===== src/rtl/matmul_pkg.sv =====
// Shared types and helpers for the sequential matrix multiply-accumulate engine.
// Covers FSM state encoding, accumulator/index width derivation and the saturation range test.
package matmul_pkg;

  typedef enum logic [1:0] {IDLE, RUN, DONE} mm_state_t;

  // Widest intermediate value the saturation helper can inspect.
  localparam int unsigned SAT_MAX_W = 256;

  function automatic int unsigned acc_width(input int unsigned data_w, input int unsigned k);
    return 2 * data_w + $clog2(k) + 1;
  endfunction

  function automatic int unsigned idx_width(input int unsigned n);
    return (n > 1) ? $clog2(n) : 1;
  endfunction

  // Returns 1 when v falls outside the signed range of a w-bit word and must be clipped.
  function automatic logic sat_to_width(input logic signed [SAT_MAX_W-1:0] v,
                                        input int unsigned w);
    logic signed [SAT_MAX_W-1:0] hi;
    logic signed [SAT_MAX_W-1:0] lo;
    hi = (SAT_MAX_W'(1) << (w - 1)) - 1;
    lo = -hi - 1;
    return (v > hi) || (v < lo);
  endfunction

endpackage


===== src/rtl/mac_unit.sv =====
// Signed multiply-accumulate register: acc += a*b when en, zeroed by clear.
// sum exposes the value the accumulator would take this cycle (acc + a*b).
module mac_unit #(
  parameter int unsigned DATA_W = 32,
  parameter int unsigned ACC_W  = 66
) (
  input  logic                     clk,
  input  logic                     reset,
  input  logic                     clear,
  input  logic                     en,
  input  logic signed [DATA_W-1:0] a,
  input  logic signed [DATA_W-1:0] b,
  output logic signed [ACC_W-1:0]  sum
);

  logic signed [2*DATA_W-1:0] prod;
  logic signed [ACC_W-1:0]    acc_q;

  always_comb begin
    prod = (2*DATA_W)'(a) * (2*DATA_W)'(b);
    sum  = acc_q + $signed({{(ACC_W-2*DATA_W){prod[2*DATA_W-1]}}, prod});
  end

  always_ff @(posedge clk) begin
    if (reset) begin
      acc_q <= '0;
    end else if (clear) begin
      acc_q <= '0;
    end else if (en) begin
      acc_q <= sum;
    end
  end

endmodule


===== src/rtl/matrix_mac_engine.sv =====
// Sequential signed fixed-point matrix multiply C = A*B or C += A*B using one shared MAC.
// Elements are produced row-major; each takes K enabled cycles, then shift/add/saturate writeback.
module matrix_mac_engine
  import matmul_pkg::*;
#(
  parameter int unsigned M      = 2,
  parameter int unsigned K      = 2,
  parameter int unsigned N      = 2,
  parameter int unsigned DATA_W = 32,
  parameter int unsigned FRAC_W = 0
) (
  input  logic                         clk,
  input  logic                         reset,
  input  logic                         enable,
  input  logic                         start,
  input  logic                         accumulate,
  input  logic [M*K-1:0][DATA_W-1:0]   matrix_a,
  input  logic [K*N-1:0][DATA_W-1:0]   matrix_b,
  output logic [M*N-1:0][DATA_W-1:0]   result_matrix,
  output logic                         busy,
  output logic                         done,
  output logic                         overflow
);

  localparam int unsigned ACC_W = acc_width(DATA_W, K);
  localparam int unsigned IW    = idx_width(M);
  localparam int unsigned JW    = idx_width(N);
  localparam int unsigned KW    = idx_width(K);
  localparam int unsigned AW    = idx_width(M * K);
  localparam int unsigned BW    = idx_width(K * N);
  localparam int unsigned CW    = idx_width(M * N);

  mm_state_t                  state_q;
  logic [IW-1:0]              i_q;
  logic [JW-1:0]              j_q;
  logic [KW-1:0]              k_q;
  logic [M*K-1:0][DATA_W-1:0] a_q;
  logic [K*N-1:0][DATA_W-1:0] b_q;
  logic                       accumulate_q;

  logic [AW-1:0] a_idx;
  logic [BW-1:0] b_idx;
  logic [CW-1:0] c_idx;
  logic          i_last, j_last, k_last;

  logic                     mac_clear, mac_en;
  logic signed [ACC_W-1:0]  mac_sum, acc_shift, c_old, wb_sum;
  logic [DATA_W-1:0]        c_cur, wb_value;
  logic                     wb_clip;

  always_comb begin
    a_idx  = AW'(32'(i_q) * K + 32'(k_q));
    b_idx  = BW'(32'(k_q) * N + 32'(j_q));
    c_idx  = CW'(32'(i_q) * N + 32'(j_q));
    i_last = (32'(i_q) == M - 1);
    j_last = (32'(j_q) == N - 1);
    k_last = (32'(k_q) == K - 1);
  end

  // The accumulator restarts both on an accepted start and after each finished element.
  assign mac_clear = enable && (((state_q == IDLE) && start) || ((state_q == RUN) && k_last));
  assign mac_en    = enable && (state_q == RUN);

  mac_unit #(
    .DATA_W (DATA_W),
    .ACC_W  (ACC_W)
  ) u_mac (
    .clk   (clk),
    .reset (reset),
    .clear (mac_clear),
    .en    (mac_en),
    .a     (a_q[a_idx]),
    .b     (b_q[b_idx]),
    .sum   (mac_sum)
  );

  // Floor-rounded rescale, optional add of the previous C element, then clip to DATA_W.
  always_comb begin
    c_cur     = result_matrix[c_idx];
    acc_shift = mac_sum >>> FRAC_W;
    c_old     = $signed({{(ACC_W-DATA_W){c_cur[DATA_W-1]}}, c_cur});
    wb_sum    = accumulate_q ? (acc_shift + c_old) : acc_shift;
    wb_clip   = sat_to_width(SAT_MAX_W'(wb_sum), DATA_W);
    if (!wb_clip) begin
      wb_value = wb_sum[DATA_W-1:0];
    end else if (wb_sum[ACC_W-1]) begin
      wb_value = {1'b1, {(DATA_W-1){1'b0}}};
    end else begin
      wb_value = {1'b0, {(DATA_W-1){1'b1}}};
    end
  end

  always_ff @(posedge clk) begin
    if (reset) begin
      state_q       <= IDLE;
      i_q           <= '0;
      j_q           <= '0;
      k_q           <= '0;
      a_q           <= '0;
      b_q           <= '0;
      accumulate_q  <= 1'b0;
      result_matrix <= '0;
      busy          <= 1'b0;
      done          <= 1'b0;
      overflow      <= 1'b0;
    end else if (enable) begin
      done <= 1'b0;
      unique case (state_q)
        IDLE: begin
          if (start) begin
            a_q          <= matrix_a;
            b_q          <= matrix_b;
            accumulate_q <= accumulate;
            overflow     <= 1'b0;
            i_q          <= '0;
            j_q          <= '0;
            k_q          <= '0;
            busy         <= 1'b1;
            state_q      <= RUN;
          end
        end
        RUN: begin
          if (k_last) begin
            k_q                  <= '0;
            result_matrix[c_idx] <= wb_value;
            if (wb_clip) overflow <= 1'b1;
            if (j_last) begin
              j_q <= '0;
              if (i_last) begin
                i_q     <= '0;
                busy    <= 1'b0;
                state_q <= DONE;
              end else begin
                i_q <= i_q + 1'b1;
              end
            end else begin
              j_q <= j_q + 1'b1;
            end
          end else begin
            k_q <= k_q + 1'b1;
          end
        end
        DONE: begin
          done    <= 1'b1;
          state_q <= IDLE;
        end
        default: state_q <= IDLE;
      endcase
    end
  end

endmodule


===== config.mk =====
export PLATFORM = sky130hd
export DESIGN_NAME = matrix_mac_engine
export DESIGN_NICKNAME = d
export VERILOG_FILES = /design/src/rtl/matmul_pkg.sv /design/src/rtl/mac_unit.sv /design/src/rtl/matrix_mac_engine.sv
export SDC_FILE = /design/constraint.sdc
export NUM_CORES = 2
export LEC_CHECK = 0
export CAP_MARGIN = 20
export CELL_PAD_IN_SITES_DETAIL_PLACEMENT = 1
export CELL_PAD_IN_SITES_GLOBAL_PLACEMENT = 2
export CORE_MARGIN = 2
export CORE_UTILIZATION = 30
export DETAILED_ROUTE_END_ITERATION = 7
export GPL_ROUTABILITY_DRIVEN = 0
export PLACE_DENSITY_LB_ADDON = 0.3
export SLEW_MARGIN = 10
export SYNTH_ARGS = -nofsm -noshare
export SYNTH_HDL_FRONTEND = slang
export SYNTH_HIERARCHICAL = 1
export SYNTH_SLANG_ARGS = --single-unit

===== constraint.sdc =====
create_clock -name clk -period 21.9 [get_ports clk]
set_clock_uncertainty 0.2 [all_clocks]
set_input_delay 3.285 -clock clk [delete_from_list [all_inputs] [get_ports clk]]
set_output_delay 3.285 -clock clk [all_outputs]
set_load 0.01 [all_outputs]

==> impl_metrics.ini <==
[global_route]
grt_pass1_wl_um = 365000
grtUsageTotal_pct = 21.3
grt_pass1_vias = 58100
grt-ovfl-total = 0
grt_max_degree = 111
grt_antenna_before_repair = 9

[timing]
max_slew.worst_pin.slew_ns = 1.19
finalHoldViolCount = 0
slew_violations = 0
finalSetupViolCount = 0
worst_slack_ns = 6.27
finalSetupTns_ns = 0
rsz0062_at_grt = no
slew_headroom_pct = 20.9
post-route-min-period_ns = 15.63
max_clock_freq_mhz = 64.0
finalCritPeriodShare_pct = 71.4
whs_ns = 0.252

[worst_hold_path]
hp-start = b_q[58]$_SDFFE_PP0P_
hold_end = b_q[58]$_SDFFE_PP0P_
hp-class = reg2reg
holdPathStages = 2

[detailed_routing]
route.met2.wl_um = 124000
met1_length_um = 99300
wl_met3_um = 7570
route.vias.total = 51400
wirelength_um = 237000
avgViaCountPerCell = 4.96
drc = 0
dr.pass1.iters = 5
drt_iter0_markers = 2454
wl_per_cell_um = 22.9
routed.top_layer = met4
ant_nets = 0

[die]
die-area_mm2 = 0.223
initial_core_util_pct = 30.2
row_count = 171
die_y_um = 472
ioPinCount = 392
fp.dieW_um = 472
core_mm2 = 0.217

[worst_setup_path]
r2r_end = result_matrix[55]$_SDFFE_PP0P_
path_buf_inv = 7
end_kind = register
slowest_stage = mux4_2
crit_type = reg2reg
crit_required_ns = 22.28
cp_top_family = adder cells
cp-start-kind = register
rr_worst_depth = 40
cpPeakStageDelay_ns = 0.96
crit_cells = 40
reg2reg_slack_ns = 6.27
crit_top_cell = fa_1
r2r_start = k_last$_SDFFE_PP0P_
critPathMaxFanout = 38
arrival_ns = 16.01

[yosys]
synth_nets = 9142
async_flop_share_pct = 0
synth_top_area_share_pct = 37.6
synth_cell_types = 113
ys_ff_latch = 459
synth_cells = 7360
postSynthAreaPerCell_um2 = 8.92
synthFlopType = dfxtp_1
ys_warn_count = 6
synth.largest_area_cell = fa_1
synth.area.top_cells = fa_1 38%, dfxtp_1 14%, inv_1 7.4%
syn_area_mm2 = 0.0656
ys_seq_area_share_pct = 14.0
synth_edf_count = 0

[finish]
instances_no_fill = 10400
layout-drive-gt1-share_pct = 5.13
syn2layout_area_growth_pct = 12.7
nNetsFinal = 9248

[place]
dp_hpwl_um = 189000
placed_cells = 10300
place_ws_ns = 6.57
io_buffers = 391

[clock_network]
post-cts-setup-buffers = 0
cts_buffers = 56
clkTransAtPathRegs_ns = 0.06
cts.sinks = 459
postCtsHoldBufs = 0
clock_latency_ns = 0.70
cts-root-buf = clkbuf_16
ctsHtreeMaxLevel = 2
cts_tree = built
cts_max_path_buffers = 3
cts_resized = 0

[pwr]
p_leak_nw = 32.3
peakVddDrop_v = 0.0000604
power_density_mw_per_mm2 = 42.1

[flow_run]
maxCapViolCount = 0

[status]
status = completed
-- cells in the final DEF, fill, tap and decap left out, types with 7 or more instances in the layout --
cell type	n
o211ai_1	16
or3_1	13
a21oi_1	444
a21o_1	49
clkdlybuf4s50_1	390
xor2_1	35
nor4_1	15
nand2_1	1240
nor2b_1	16
o21a_1	22
nor2_1	349
dfxtp_1	455
o21ai_0	86
mux2i_1	70
mux4_2	96
and2_1	466
clkbuf_1	14
clkbuf_16	58
a31oi_1	21
a211oi_1	137
a211oi_2	12
a21oi_2	7
or2_2	7
o21ai_1	24
nor3_1	38
ha_1	287
nand2b_1	26
and3_1	14
clkbuf_8	12
o31ai_1	14
buf_4	93
xnor2_1	92
a21boi_0	7
o21bai_1	15
a211o_1	9
nand3_1	47
fa_1	1234
inv_1	1300
nand4_1	69
-- cells in the mapped netlist (35+ instances only) --
master,n
clkbuf_1,339
dfxtp_1,459
a21o_1,49
ha_1,287
nand3_1,47
and2_1,466
nand4_1,69
buf_2,51
inv_1,1301
a211oi_1,137
fa_1,1234
mux4_2,96
xnor2_1,92
nor2_1,352
mux2i_1,70
nand2_1,1241
xor2_1,35
a21oi_1,444
nor3_1,39
o21ai_0,86
-- how the worst max path moves through the flow --
stage,from,to,slack (ns)
2_1_floorplan,j_last$_SDFFE_PP0P_,result_matrix[107]$_SDFFE_PP0P_,8.58
3_3_place_gp,k_last$_SDFFE_PP0P_,result_matrix[3]$_SDFFE_PP0P_,6.74
3_5_place_dp,k_last$_SDFFE_PP0P_,result_matrix[69]$_SDFFE_PP0P_,6.57
4_1_cts,k_last$_SDFFE_PP0P_,result_matrix[55]$_SDFFE_PP0P_,6.47
5_1_grt,k_last$_SDFFE_PP0P_,result_matrix[93]$_SDFFE_PP0P_,5.76
6_report,k_last$_SDFFE_PP0P_,result_matrix[55]$_SDFFE_PP0P_,6.27
-- sequential cells by signal, summed over array words and instances (netlist names), 2 cells and up --
name,flops
a_q,128
result_matrix,128
u_mac/acc_q,66
state_q,2
b_q,128
-- report_power, final --
group / total, mW / switching [mW] / leakage (nW) / internal, mW
logic: 1.26 / 0.839 / 27.6 / 0.420
clock network: 0.971 / 0.418 / 0.922 / 0.553
registers: 0.882 / 0.0183 / 3.73 / 0.863
-- through the flow --
step / instance area [um^2] / utilization (%) / total power [mW]
6_report: 74000 / 34.0 / 3.11
5_1_grt: 74000 / 34.0 / 3.29
4_1_cts: 73900 / 34.0 / 3.15
3_5_place_dp: 72000 / 33.1 / 2.16
3_3_place_gp: 72000 / 33.1 / 2.15
2_1_floorplan: 65600 / - / 1.68
-- per-layer routing --
metal	track usage, %	vias up
met4	5.46	0
met2	38.9	918
met1	26.8	27100
met5	0	-
met3	1.96	206
li1	-	23200
-- cell families after synthesis --
group                    count (synthesis)  synth area share [%]
multiplexers                           171                  4.45
adder cells (fa/ha/maj)               1521                  43.1
AO/OA/AOI/OAI                          991                  9.99
buffers and inverters                 1741                  10.3
XOR/XNOR                               128                  1.72
flip-flops                             459                  14.0
AND/OR/NAND/NOR                       2349                  16.4
-- final cells by class --
type	count	area (um^2)
Fill cell	25200	143000
Tap cell	2854	3570
Clock buffer	84	1670
Antenna cell	5	12.5
Multi-Input combinational cell	5160	49700
Timing Repair Buffer	488	4690
Sequential cell	459	9200
Clock inverter	19	209
Inverter	1301	4880
-- worst min-delay path, stage by stage (launching register included) --
cell     delay [ns]
dfxtp_1        0.30
nand2_1        0.05
a21oi_1        0.05
Note: power is estimated with default switching activity, not from simulation.
